**config.mk**
```make
export PLATFORM = sky130hd
export DESIGN_NAME = fetch_unit
export DESIGN_NICKNAME = d
export VERILOG_FILES = /design/src/rtl/cpu_pkg.sv /design/src/rtl/branch_condition.sv /design/src/rtl/fetch_unit.sv
export SDC_FILE = /design/constraint.sdc
export NUM_CORES = 1
export LEC_CHECK = 0
export CORE_ASPECT_RATIO = 0.6
export CORE_UTILIZATION = 35
export DETAILED_ROUTE_END_ITERATION = 10
export PLACE_DENSITY = 0.65
export SLEW_MARGIN = 30
export SYNTH_ARGS = -nofsm -noshare
export SYNTH_HDL_FRONTEND = slang
export SYNTH_HIERARCHICAL = 1
export SYNTH_SLANG_ARGS = --single-unit
```
**constraint.sdc**
```tcl
create_clock -name clk_1 -period 7 [get_ports clk_1]
set_input_delay 1.4 -clock clk_1 [delete_from_list [all_inputs] [get_ports clk_1]]
set_output_delay 1.4 -clock clk_1 [all_outputs]
set_load 0.02 [all_outputs]
```
**src/rtl/cpu_pkg.sv**
```systemverilog
// Shared CPU front-end definitions: reset defaults, status bit layout,
// branch flag-select codes and the fetch FSM encoding.
package cpu_pkg;

  localparam logic [15:0] RESET_VECTOR_DEF = 16'hFFFC;
  localparam logic [7:0]  NOP_OPCODE_DEF   = 8'hEA;

  localparam int STATUS_N = 7;
  localparam int STATUS_V = 6;
  localparam int STATUS_Z = 1;
  localparam int STATUS_C = 0;

  typedef enum logic [1:0] {
    FLAG_N = 2'b00,
    FLAG_V = 2'b01,
    FLAG_C = 2'b10,
    FLAG_Z = 2'b11
  } flag_sel_e;

  typedef enum logic [1:0] {
    VEC_LO = 2'd0,
    VEC_HI = 2'd1,
    RUN    = 2'd2
  } fetch_state_e;

  function automatic logic [15:0] sext8(input logic [7:0] v);
    return {{8{v[7]}}, v};
  endfunction

endpackage

```
**src/rtl/branch_condition.sv**
```systemverilog
// Combinational branch resolver: selects one status flag by branch_op[2:1]
// and compares it with the required value in branch_op[0].
module branch_condition
  import cpu_pkg::*;
(
  input  logic [7:0] i_status,
  input  logic [2:0] i_branch_op,
  output logic       o_taken
);

  logic w_flag;
  logic w_unused_flags;

  // Bits 5..2 of the status byte never drive a branch.
  assign w_unused_flags = ^i_status[5:2];

  always_comb begin
    w_flag = 1'b0;
    case (flag_sel_e'(i_branch_op[2:1]))
      FLAG_N:  w_flag = i_status[STATUS_N];
      FLAG_V:  w_flag = i_status[STATUS_V];
      FLAG_C:  w_flag = i_status[STATUS_C];
      FLAG_Z:  w_flag = i_status[STATUS_Z];
      default: w_flag = 1'b0;
    endcase
  end

  assign o_taken = (w_flag == i_branch_op[0]);

endmodule

```
**src/rtl/fetch_unit.sv**
```systemverilog
// Instruction fetch front end: owns the PC, runs the reset-vector fetch,
// captures opcode bytes and flushes the decoder on taken branches/jumps.
module fetch_unit
  import cpu_pkg::*;
#(
  parameter logic [15:0] RESET_VECTOR = RESET_VECTOR_DEF,
  parameter logic [7:0]  NOP_OPCODE   = NOP_OPCODE_DEF
) (
  input  logic        clk_1,
  input  logic        rst,
  input  logic        increment,
  input  logic        lower_byte,
  input  logic        pc_data,
  input  logic [15:0] addr_in,
  input  logic        branch_uncon,
  input  logic        branch_con,
  input  logic [2:0]  branch_op,
  input  logic [7:0]  status,
  input  logic [7:0]  data_in,
  input  logic        mem_ready,
  output logic [15:0] address,
  output logic [15:0] pc,
  output logic [7:0]  instruction,
  output logic        instr_valid,
  output logic        flush,
  output logic        normal
);

  localparam logic [15:0] VEC_HI_ADDR = RESET_VECTOR + 16'd1;

  fetch_state_e r_state;
  logic [15:0]  r_pc;
  logic [7:0]   r_staged_lo;
  logic [7:0]   r_instruction;
  logic         r_instr_valid;
  logic         r_flush;
  logic         r_normal;

  fetch_state_e w_state_next;
  logic [15:0]  w_pc_next;
  logic [7:0]   w_staged_lo_next;
  logic [7:0]   w_instruction_next;
  logic         w_instr_valid_next;
  logic         w_flush_next;
  logic         w_normal_next;
  logic         w_redirect;
  logic         w_taken;
  logic [15:0]  w_address;

  branch_condition u_branch_condition (
    .i_status    (status),
    .i_branch_op (branch_op),
    .o_taken     (w_taken)
  );

  always_ff @(posedge clk_1 or negedge rst) begin
    if (!rst) begin
      r_state       <= VEC_LO;
      r_pc          <= RESET_VECTOR;
      r_staged_lo   <= 8'h00;
      r_instruction <= NOP_OPCODE;
      r_instr_valid <= 1'b0;
      r_flush       <= 1'b0;
      r_normal      <= 1'b0;
    end else begin
      r_state       <= w_state_next;
      r_pc          <= w_pc_next;
      r_staged_lo   <= w_staged_lo_next;
      r_instruction <= w_instruction_next;
      r_instr_valid <= w_instr_valid_next;
      r_flush       <= w_flush_next;
      r_normal      <= w_normal_next;
    end
  end

  always_comb begin
    w_state_next       = r_state;
    w_pc_next          = r_pc;
    w_staged_lo_next   = r_staged_lo;
    w_instruction_next = r_instruction;
    w_instr_valid_next = 1'b0;
    w_flush_next       = 1'b0;
    w_normal_next      = r_normal;
    w_redirect         = 1'b0;
    w_address          = RESET_VECTOR;

    case (r_state)
      VEC_LO: begin
        w_address = RESET_VECTOR;
        if (mem_ready) begin
          w_staged_lo_next = data_in;
          w_state_next     = VEC_HI;
        end
      end

      VEC_HI: begin
        w_address = VEC_HI_ADDR;
        if (mem_ready) begin
          w_pc_next     = {data_in, r_staged_lo};
          w_state_next  = RUN;
          w_normal_next = 1'b1;
        end
      end

      RUN: begin
        w_address = pc_data ? r_pc : addr_in;
        if (mem_ready) begin
          // Jump low phase stages the byte; the high phase redirects.
          if (branch_uncon && lower_byte) begin
            w_staged_lo_next = data_in;
            w_pc_next        = r_pc + {15'd0, increment};
          end else if (branch_uncon) begin
            w_pc_next  = {data_in, r_staged_lo};
            w_redirect = 1'b1;
          end else if (branch_con && w_taken) begin
            w_pc_next  = r_pc + 16'd1 + sext8(data_in);
            w_redirect = 1'b1;
          end else if (branch_con || increment) begin
            w_pc_next = r_pc + 16'd1;
          end

          w_flush_next = w_redirect;
          if (w_redirect) begin
            w_instruction_next = NOP_OPCODE;
          end else if (pc_data) begin
            w_instruction_next = data_in;
            w_instr_valid_next = 1'b1;
          end
        end
      end

      default: begin
        w_state_next = VEC_LO;
      end
    endcase
  end

  assign address     = w_address;
  assign pc          = r_pc;
  assign instruction = r_instruction;
  assign instr_valid = r_instr_valid;
  assign flush       = r_flush;
  assign normal      = r_normal;

endmodule

```
==> key figures, run 1 <==
Detailed routing
  • Initial DRC Count: 318
  • DRC violations left: 0
  • Routed WL: 11700 um
  • Via total after detailed routing: 3712
  • Post-DR vias/cell: 5.83
  • First-pass DRT Iterations: 5
  • Detail Route Antenna Nets: 0
  • WL/cell: 18.4 um

Placement
  • Pre-CTS setup slack: 2.01 ns
  • Port Buf Inserts: 81
  • Detailed Place HPWL: 8790 um
  • Gpl congestion: 0.924

Global routing
  • First-pass GRT wire length: 18600 um
  • Gr ovfl total: 0
  • Number of global-route vias before repair: 3470
  • GRT Overall Usage: 22.9%
  • Initial antenna violation count: 0
  • Largest net degree at the start of global routing: 38

Finish
  • Share of cells above drive strength 1: 9.56%
  • Filler cells: 968
  • Leading cell type in the layout, fill and taps excluded: clkdlybuf4s50_1
  • Most frequent cells in the layout: 79 x clkdlybuf4s50_1, 53 x nand2_1, 52 x o21ai_0, 33 x nor2_1
  • Area delta synth->final: 28.2%
  • Nets: 570
  • N_diodes: 0

Pwr
  • Int Pwr: 1140 uW
  • Seq pwr share: 24.4%
  • Comb pwr share: 65.6%
  • Sw Pwr: 1060 uW
  • Leak Pwr: 0.00181 uW
  • Net Sw Frac: 48.1%
  • Worst VDD drop: 210 uV
  • Pwr Density: 484 nW/um^2
  • Clk pwr share: 10.0%

STA
  • Normalized max-slew margin: 36.8%
  • Final Max Tran Viols: 0
  • Minimum clock period: 4.57 ns
  • Hold Vio Cnt, Final: 0
  • Final setup margin: 2.43 ns
  • Unrepaired setup endpoints after global routing: no
  • Setup TNS: 0 ns
  • Setup violators final: 0
  • Clk_skew: 0.00965 ns
  • Min Hold Slack: 0.461 ns
  • Fin crit share: 65.3%
  • Max frequency: 219 MHz
  • Worst-Margin Slew: 0.948 ns

CTS
  • Worst skew pair latency: 0.29 ns
  • Hold buffers post-CTS: 0
  • # clock sinks: 37
  • CTS resizes: 0
  • CTS tree: done
  • Post-CTS setup buffers: 0
  • Clock slew at reported path FFs: 0.06 ns
  • CTS root buf: clkbuf_16
  • Clock buffer depth: 2
  • CTS H-tree lvls: 2
  • Num CTS Buffers: 5

Worst setup path
  • Critical Path Source Type: flop
  • Reg-to-reg slack, setup: 3.26 ns
  • Critical Path Most Common Cell: inv_1
  • Critical Path End Type: output port
  • CP max FO: 25
  • Crit-path cells: inv_1, ha_1, inv_1, o21ai_0, clkdlybuf4s50_1
  • CP max stage cell: ha_1
  • Worst stage delay on the critical path: 0.79 ns
  • CP Data Arrival Time: 3.17 ns
  • Critical Path RT: 5.60 ns
  • CP Class: flop to output port

Floorplan
  • Die W: 132 um
  • Die Y: 80.1 um
  • IO Count: 86
  • FP Rows: 28
  • Core area: 9880 um^2
  • Initial Util: 36.0%
  • Die area: 10600 um^2

Flow run
  • Max_cap viols: 0

Synthesis
  • Post-Synthesis Cells: 437
  • Seq/Total Area, Yosys: 26.7%
  • Top cell type's share of synthesized area: 14.0%
  • Cell variety after synth: 56
  • Top FF cell, synth: dfstp_2
  • EDFF count, synth: 0
  • Post-synthesis net count: 506
  • Yosys top cell by area: dfstp_2
  • Syn Std Cell Area: 3550 um^2
  • Post-synth ARST share: 100%
  • Warnings from Yosys: 6
  • Top post-synthesis cells by area: dfstp_2 14%, dfrtp_1 13%, ha_1 8.8%
  • Syn Area/Cell: 8.13 um^2
  • FF+latch count, synth: 37

Worst hold path
  • Worst hold path class: flop to flop

Status
  • Status: completed
-- worst max-delay path, delay by kind of cell, from the launching register on --
kind                       cells  cell delay [ns]
AOI/OAI and AO/OA              1             0.35
DFF                            1             0.39
adders and majority gates      1             0.79
buffers and inverters          3             1.35
-- power groups by stage --
stage / Clock [uW] / Sequential [uW] / Combinational [uW]
global route: 231 / 552 / 1580
detailed placement: 0 / 533 / 1430
finish: 221 / 538 / 1450
floorplan: 0 / 511 / 931
global placement: 0 / 526 / 1410
CTS: 223 / 530 / 1440
-- final timing paths --
kind                                   startpoint                          to  cells after the start
min in group asynchronous                     rst  r_staged_lo[0]$_DFFE_PN0P_                      1
max in group asynchronous                     rst          normal$_DFFE_PN0P_                      1
hold reg to reg                normal$_DFFE_PN0P_          normal$_DFFE_PN0P_                      1
setup / recovery           r_state[0]$_DFFE_PN0P_                  address[8]                      5
hold / removal                 normal$_DFFE_PN0P_          normal$_DFFE_PN0P_                      1
setup reg to reg                pc[2]$_DFFE_PN1P_          pc[15]$_DFFE_PN1P_                     12
-- kinds of logic after synthesis --
group | after synthesis | share of synthesized area (%)
XOR/XNOR | 38 | 9.36
flip-flops | 37 | 26.7
AND/OR/NAND/NOR | 144 | 19.0
buffers and inverters | 32 | 3.94
multiplexers | 27 | 8.24
adder cells (fa/ha/maj) | 26 | 9.36
AO/OA/AOI/OAI | 133 | 23.4
-- stage by stage --
step	std cells	total power (uW)	utilization, %	cell area, um^2
floorplan	437	1440	-	3550
global placement	629	1930	44.8	4420
detailed placement	629	1970	44.8	4420
CTS	637	2190	46.2	4560
global route	637	2360	46.1	4560
finish	637	2210	46.1	4560
-- sequential cells by signal, summed over array words and instances, names as in the netlist --
signal       flops
r_state          2
r_staged_lo      8
normal           1
instruction      8
pc              16
instr_valid      1
flush            1
-- layer usage --
layer | up-vias | part of all wire [%] | global-route usage (%)
li1 | 1733 | - | -
met1 | 1748 | 48 | 33.2
met2 | 212 | 40 | 34.0
met3 | 19 | 10 | 5.30
met4 | 0 | 1.1 | 5.12
met5 | - | 0 | 0
-- cells in the mapped netlist (4+ instances only) --
cell type  number
nand2_1        53
o21ai_0        52
nor2_1         33
a21oi_1        25
ha_1           25
xnor2_1        23
nand3_1        20
dfstp_2        19
dfrtp_1        18
mux2i_1        18
xor2_1         15
clkbuf_1       12
nor3_1         11
buf_2          10
a21o_1          8
mux2_2          8
a211oi_1        7
a221oi_1        7
inv_1           6
nand4_1         6
nor2b_1         4
o22ai_1         4
-- area by class of cell --
class / count / area (um^2) / share of cell area (%)
inverters: 7 / 26.3 / 0.577
clock inverters: 2 / 10.0 / 0.220
multi-input cells: 368 / 2460 / 54.1
repair buffers: 82 / 808 / 17.7
clock buffers: 6 / 129 / 2.83
flip-flops and latches: 37 / 950 / 20.8
well taps: 135 / 169 / 3.71
No activity file was read; power rests on OpenSTA's default activity.
==> run 2, diff against run 1 <==
Settings changed: PLACE_DENSITY 0.65 to 0.67.
Clock period 7 ns to 3.66 ns, I/O delays scaled along.
==> key figures, run 2 (synthesis gave the netlist of run 1 again) <==
CTS
  • Clock buffer depth: 2 (unchanged)
  • CTS root buf: clkbuf_16
  • Clock slew at reported path FFs: 0.06 ns (about the same)
  • Post-CTS setup buffers: 0 (unchanged)
  • CTS resizes: 0 (unchanged)
  • Hold buffers post-CTS: 0 (unchanged)
  • Worst skew pair latency: 0.29 ns (about the same)
  • CTS H-tree lvls: 2 (unchanged)
  • Num CTS Buffers: 5 (unchanged)
  • CTS tree: done
  • # clock sinks: 37 (unchanged)

STA
  • Normalized max-slew margin: 42.8% (+6.0 points)
  • Final Max Tran Viols: 0 (unchanged)
  • Fin crit share: 93.1%
  • Worst-Margin Slew: 0.858 ns (-0.0895 ns)
  • Clk_skew: 0.00406 ns (-0.00559 ns)
  • Setup TNS: 0 ns (unchanged)
  • Hold Vio Cnt, Final: 0 (unchanged)
  • Unrepaired setup endpoints after global routing: no
  • Minimum clock period: 3.41 ns
  • Max frequency: 293 MHz
  • Setup violators final: 0 (unchanged)

Worst setup path
  • Critical Path RT: 3.87 ns (-1.73 ns)
  • Critical Path End Type: flop
  • Critical Path Source Type: flop
  • CP max stage cell: dfrtp_1
  • CP Data Arrival Time: 3.62 ns (+0.45 ns)
  • Worst stage delay on the critical path: 0.55 ns (-0.24 ns)
  • Crit-path cells: ha_1, and3_1, nand4_1, xnor2_1, ha_1, nand4_1, o22ai_1, or4_4, o21ai_2, xor2_1, nor3_1, nor3b_2
  • CP max FO: 7 (-72%)
  • CP Class: flop to flop

Detailed routing
  • Via total after detailed routing: 3877 (+4.4%)
  • DRC violations left: 0 (unchanged)
  • Routed WL: 12800 um (+8.8%)
  • Detail Route Antenna Nets: 0 (unchanged)
  • Post-DR vias/cell: 5.76 (-1.1%)
  • First-pass DRT Iterations: 5 (unchanged)
  • WL/cell: 19.0 um (+3.0%)
  • Initial DRC Count: 472 (+48%)

Finish
  • Non-Filler Instances: 673 (+5.7%)
  • Share of cells above drive strength 1: 15.4% (+5.9 points)
  • N_diodes: 0 (unchanged)
  • Most frequent cells in the layout: 80 x clkdlybuf4s50_1, 53 x nand2_1, 52 x o21ai_0, 37 x buf_4, 33 x nor2_1
  • Leading cell type in the layout, fill and taps excluded: clkdlybuf4s50_1
  • Area delta synth->final: 35.9%
  • Final Instance Area: 4830 um^2 (+6.0%)
  • Max reg flops: 16 (unchanged)
  • Nets: 606 (+6.3%)

Global routing
  • Number of global-route vias before repair: 3652 (+5.2%)
  • Gr ovfl total: 0 (unchanged)
  • First-pass GRT wire length: 19800 um (+6.8%)
  • Initial antenna violation count: 0 (unchanged)
  • Largest net degree at the start of global routing: 38 (unchanged)
  • GRT Overall Usage: 24.7% (+1.8 points)

Floorplan
  • FP Rows: 28 (unchanged)
  • Core area: 9880 um^2 (unchanged)
  • Die W: 132 um (unchanged)
  • IO Count: 86 (unchanged)
  • Die area: 10600 um^2 (unchanged)
  • Die Y: 80.1 um (unchanged)
  • Initial Util: 36.0% (unchanged)

Status
  • Status: completed

Placement
  • Port Buf Inserts: 81 (unchanged)
  • Post-DP Area: 4690 um^2 (+6.1%)
  • Detailed Place HPWL: 9980 um (+14%)
  • Placed insts: 665 (+5.7%)
  • Gpl congestion: 1.00 (+8.6%)

Pwr
  • Worst VDD drop: 550 uV (+160%)
  • Leak Pwr: 0.00198 uW (+9.6%)
  • Pwr Density: 915 nW/um^2 (+89%)
  • Int Pwr: 2320 uW (+100%)
  • Comb pwr share: 70.2% (+4.6 points)
  • Seq pwr share: 20.1% (-4.3 points)
  • Clk pwr share: 9.7% (-0.3 points)
  • Net Sw Frac: 47.6% (-0.45 points)
  • Sw Pwr: 2110 uW (+99%)

Worst hold path
  • Worst hold path class: flop to flop

Flow run
  • Max_cap viols: 0 (unchanged)
run 2: cell types whose count changed in the layout (fill, tap and decap cells not counted), sizes merged:
cell	before	now
buf	3	38
clkdlybuf4s50	79	80
run 2: worst paths after layout:
path                       slack, ns  depth (start not counted)                          to                from
max reg2reg                     0.25                         12          pc[15]$_DFFE_PN1P_   pc[1]$_DFFE_PN0P_
min in group asynchronous       0.55                          1  r_staged_lo[1]$_DFFE_PN0P_                 rst
min                             0.48                          1          normal$_DFFE_PN0P_  normal$_DFFE_PN0P_
min reg2reg                     0.48                          1          normal$_DFFE_PN0P_  normal$_DFFE_PN0P_
max                             0.25                         12          pc[15]$_DFFE_PN1P_   pc[1]$_DFFE_PN0P_
max in group asynchronous       2.56                          1      r_state[0]$_DFFE_PN0P_                 rst
run 2: through the flow:
stage          setup slack, ns  utilization (%)  power (uW)  hold WS (ns)
4_1_cts                  0.326             48.9        4390         0.482
5_1_grt                0.00201             48.9        4730         0.501
3_5_place_dp             0.254             47.5        3940         0.468
2_1_floorplan            0.555                -        2760         0.436
3_3_place_gp             0.297             47.5        3860         0.442
6_report                 0.252             48.9        4420         0.479
run 2: area by class of cell:
cell class	count	area (um^2)
Inverter	7	26.3
Fill cell	957	5050
Timing Repair Buffer	118	1080
Tap cell	135	169
Multi-Input combinational cell	368	2460
Clock buffer	6	129
Sequential cell	37	950
Clock inverter	2	10.0
run 2: critical path: cells and delay by family (launching register included):
kind	cells	cell delay (ns)
xor gates and xnor gates	2	0.45
DFF	1	0.55
adders and majority gates	2	0.66
and+or+nand+nor	6	1.37
AOI/OAI and AO/OA	2	0.30
run 2: power by group through the flow:
stage	sequential [uW]	combinational [uW]	clock (uW)
global placement	882	2980	0
CTS	883	3070	433
detailed placement	889	3050	0
global route	916	3360	450
finish	891	3100	429
floorplan	977	1780	0
run 2: metal layers:
| layer | part of all wire [%] | GRT usage (%) | routed length (um) | vias up |
|---|---|---|---|---|
| li1 | - | - | - | 1799 |
| met1 | 45 | 34.8 | 5800 | 1806 |
| met2 | 40 | 36.5 | 5140 | 248 |
| met3 | 13 | 7.07 | 1610 | 24 |
| met4 | 1.6 | 6.28 | 208 | 0 |
| met5 | 0 | 0 | 0 | - |
==> run 3, diff against run 2 <==
Settings changed: ABC_CLOCK_PERIOD_IN_PS from default to 3660.
==> results of run 3 <==
No change in the layout: final DEF, timing and power equal those of run 2.
==> patch 1: new RTL, flow settings as in run 2 <==
Encoding of `fetch_state_e`: now one-hot (3 bits for 3 states).
--- a/src/rtl/cpu_pkg.sv
+++ b/src/rtl/cpu_pkg.sv
@@ -17,10 +17,10 @@
     FLAG_Z = 2'b11
   } flag_sel_e;
 
-  typedef enum logic [1:0] {
-    VEC_LO = 2'd0,
-    VEC_HI = 2'd1,
-    RUN    = 2'd2
+  typedef enum logic [2:0] {
+    VEC_LO = 3'b001,
+    VEC_HI = 3'b010,
+    RUN    = 3'b100
   } fetch_state_e;
 
   function automatic logic [15:0] sext8(input logic [7:0] v);
Check against the original RTL: no difference found for any inputs over 4 cycles, from zero or initial values and one cycle with rst low; so few cycles prove little.
==> patch 1 against run 2 <==
Sequential cell count rose by 1; total power fell by 20%; wire length rose by 7.6%; final area rose by 3.4%; via count rose by 5.6%; count of clock-buffer cells in the layout did not move; clock power rose by 6.1%; utilization rose by 0.45 points; synthesized area rose by 5.1%; setup slack improved by 0.049 ns; highest routed layer unchanged.
==> patch 1: results <==
{
  "ir_drop_mv": 0.401,
  "r2r_end": "pc[15]",
  "crit_fanout": 7,
  "ys_warn_count": 6,
  "internal-power_mw": 1.92,
  "postCtsSetupBuffers": 0,
  "port_buffers": 81,
  "grt_pass1_wl_um": 20200,
  "synth_mux_area_frac": 0.0868,
  "vias_per_cell": 5.90,
  "final.setup_skew_ns": 0.00509,
  "min_path_type": "in2async",
  "root_buffer": "clkbuf_16",
  "synth_fa_ha_area_frac": 0.0791,
  "syn_nets": 532,
  "synth_common_cells": "nand2_1 (58), nor2_1 (46), a21oi_1 (35)",
  "p_leak_nw": 2.02,
  "htree_levels": 2,
  "numCtsBuffers": 5,
  "crit_path_max_incr_delay_ns": 0.62,
  "clock_latency_ns": 0.29,
  "grt_max_degree": 39,
  "wl_um": 13700,
  "cts_buffer_depth": 2,
  "cp_top_family": "simple AND/OR/NAND/NOR gates",
  "drive_gt1_frac": 0.141,
  "cpMaxStageDelayCell": "dfstp_2",
  "hpwl_um": 11000,
  "nets": 624,
  "globalplace.congestion": 0.963,
  "synth-compound-area-share": 0.243,
  "async_flop_share": 1.00,
  "firstDrtPassIters": 5,
  "drt-initial-drc-count": 406,
  "synthDistinctLibCells": 63,
  "first_global_vias": 3628,
  "r2r_cells": 12,
  "track_usage": 0.249,
  "worstPathArrival_ns": 3.57,
  "synth_xor_area_frac": 0.0727,
  "reg2reg_slack_ns": 0.30,
  "ys_seq_area_frac": 0.261,
  "synth_area_leaders": "dfstp_2 (14%), dfrtp_1 (12%), ha_1 (7.4%)",
  "reg2reg_from": "pc[6]",
  "cts_resized": 0,
  "fillers": 954,
  "n_antenna_cell": 0,
  "max-slew-margin-rel": 0.574,
  "run_status": "finished clean"
}
-- patch 1: how the worst max path moves through the flow --
stage | to | from | cells past startpoint
global placement | pc[12] | data_in[0] | 9
finish | pc[15] | pc[6] | 12
global route | pc[15] | pc[6] | 12
detailed placement | pc[12] | data_in[0] | 9
CTS | pc[15] | pc[6] | 12
floorplan | pc[15] | pc[3] | 15
-- patch 1: cell families (layout without fill, tap and decap cells) --
| kind of cell | count (synthesis) | in the layout |
|---|---|---|
| flip-flops | 38 | 38 |
| XOR/XNOR | 31 | 31 |
| buffers and inverters | 40 | 133 |
| multiplexers | 30 | 30 |
| AO/OA/AOI/OAI | 134 | 134 |
| adder cells (fa/ha/maj) | 23 | 23 |
| AND/OR/NAND/NOR | 170 | 170 |
-- patch 1: final cells by class --
type	instances	area share
Multi-Input combinational cell	388	0.521
Clock buffer	6	0.0278
Tap cell	135	0.0338
Sequential cell	38	0.195
Inverter	11	0.00826
Clock inverter	2	0.00250
Timing Repair Buffer	114	0.211
-- patch 1: per-layer routing --
| metal | wire, um | share of wire | track usage |
|---|---|---|---|
| met2 | 5390 | 0.39 | 0.343 |
| met4 | 265 | 0.019 | 0.0730 |
| met1 | 6660 | 0.49 | 0.368 |
| met5 | 0 | 0 | 0 |
| met3 | 1410 | 0.10 | 0.0679 |
-- patch 1: power by group through the flow --
| stage | sequential [mW] | clock (mW) | combinational (mW) |
|---|---|---|---|
| after global placement | 0.886 | 0 | 2.11 |
| after floorplan | 0.949 | 0 | 1.32 |
| after CTS | 0.887 | 0.460 | 2.18 |
| after global routing | 0.918 | 0.476 | 2.38 |
| final | 0.893 | 0.455 | 2.19 |
| after detailed placement | 0.893 | 0 | 2.16 |
-- patch 1: per-stage QoR --
| stage | setup slack, ns | area, um^2 | hold WS (ns) | instances |
|---|---|---|---|---|
| floorplan | 0.478 | 3730 | 0.436 | 466 |
| global placement | 0.270 | 4840 | 0.444 | 686 |
| finish | 0.302 | 5000 | 0.415 | 694 |
| detailed placement | 0.240 | 4840 | 0.448 | 686 |
| CTS | 0.311 | 4990 | 0.465 | 694 |
| global route | 0.125 | 5000 | 0.449 | 694 |
==> patch 2: new RTL, settings of run 2 <==
Without the edit above. Reset style: synchronous (`rst`), changed in one clocked block.
--- a/src/rtl/fetch_unit.sv
+++ b/src/rtl/fetch_unit.sv
@@ -53,7 +53,7 @@
     .o_taken     (w_taken)
   );
 
-  always_ff @(posedge clk_1 or negedge rst) begin
+  always_ff @(posedge clk_1) begin
     if (!rst) begin
       r_state       <= VEC_LO;
       r_pc          <= RESET_VECTOR;
Check against the original RTL: differs if rst is asserted again (counterexample within 4 cycles, from zero or initial values and one cycle with rst low); with rst held inactive, the same outputs for 10 cycles.
==> patch 2 against run 2 <==
Synthesized cell count grew 11%; setup slack lost 0.088 ns; final area is essentially flat; non-clock buffer count shrank 12; clock skew is essentially flat; sequential cell count is the same; count of clock-buffer cells in the layout shrank 1; final cell count grew 3.7%; synthesized area grew 4.8%; sequential share of layout area shrank 4.3 points; utilization shrank 0.99 points; wire length grew 7.1%; largest cell class unchanged.
Power is not compared: it rests on default switching activity, and its combinational part moved more than twofold at a synthesized area within 25%.
==> patch 2: results <==
{
  "ys_seq_area_frac": 0.199,
  "worstPathArrival_ns": 3.68,
  "worstSetupStartpoint": "pc[6]",
  "drt-met1-wl_um": 6440,
  "wire_per_inst_um": 19.6,
  "reg2reg_slack_ns": 0.16,
  "nets": 631,
  "cpMaxStageDelayCell": "dfxtp_1",
  "crit_fanout": 11,
  "use_met3": 0.0728,
  "numPlacedInstances": 690,
  "hpwl_um": 10700,
  "track_usage": 0.254,
  "first_global_vias": 3813,
  "numCtsBuffers": 5,
  "grtUsageMet2": 0.368,
  "p_leak_nw": 1.93,
  "routed-wl-met2_um": 5250,
  "ir_drop_mv": 0.175,
  "n_antenna_cell": 0,
  "final.setup_skew_ns": 0.00431,
  "synthDistinctLibCells": 71,
  "grt_pass1_wl_um": 21200,
  "synth_common_cells": "nand2_1 (52), nor2_1 (42), o21ai_0 (39)",
  "netlist_instances": 483,
  "drive_gt1_frac": 0.0941,
  "grt_max_degree": 24,
  "synth_area_leaders": "dfxtp_1 (20%), ha_1 (8.4%), mux2i_1 (6.7%)",
  "synthFlopType": "dfxtp_1",
  "highest_layer": "met4",
  "tightest_slew_ns": 0.735,
  "grt_use_met1": 0.365,
  "run_status": "finished clean",
  "async_flop_share": 0,
  "syn_nets": 552,
  "drt-initial-drc-count": 412,
  "ys_warn_count": 6,
  "vias_per_cell": 5.93,
  "min_from": "normal",
  "globalplace.congestion": 0.986,
  "crit_path_max_incr_delay_ns": 0.62,
  "worstSetupEndpoint": "pc[14]",
  "routed-wl-met3_um": 1790,
  "post-place-ws_ns": 0.233,
  "fmax_mhz": 286,
  "vias": 4136,
  "cp_top_family": "compound AO/OA/AOI/OAI gates"
}
[patch 2: cell types whose count changed after synthesis, sizes merged, moves of 6 or more]
cell    before  now
a21oi       28   36
clkbuf      12   19
dfrtp       18    0
dfstp       19    0
dfxtp        0   37
mux2         8    1
mux2i       18   25
nor2        33   42
o21ai       56   43
o31ai        0    6
[patch 2: through the flow]
step	instance area [um^2]	utilization	hold slack, ns
after global routing	4830	0.479	0.519
after CTS	4830	0.479	0.477
after floorplan	3730	-	0.454
after detailed placement	4660	0.462	0.465
after global placement	4660	0.462	0.458
final	4830	0.479	0.476
[patch 2: kinds of logic after synthesis]
| group | share of synthesized area |
|---|---|
| adders and majority gates | 0.0893 |
| muxes | 0.0762 |
| DFF | 0.199 |
| AOI/OAI and AO/OA | 0.279 |
| xor gates and xnor gates | 0.0725 |
| buffers and inverters | 0.0739 |
| and+or+nand+nor | 0.211 |
[patch 2: worst min path at each step]
stage	slack, ns	cells past startpoint	end
6_report	0.48	2	normal
2_1_floorplan	0.45	2	r_state[0]
3_3_place_gp	0.46	2	normal
3_5_place_dp	0.47	2	normal
4_1_cts	0.48	2	normal
5_1_grt	0.52	2	normal
[patch 2: final cells by class]
class,instances,area (um^2)
repair buffers,106,998
clock buffers,5,125
fillers,975,5260
flip-flops and latches,37,741
well taps,135,169
inverters,12,45.0
clock inverters,3,46.3
multi-input cells,400,2710
[patch 2: power by group]
part	leakage [nW]	switching, mW	internal [mW]
logic	1.55	0.527	0.395
clock network	0.0800	0.197	0.323
registers	0.302	0.0640	0.437
total	1.93	0.788	1.16
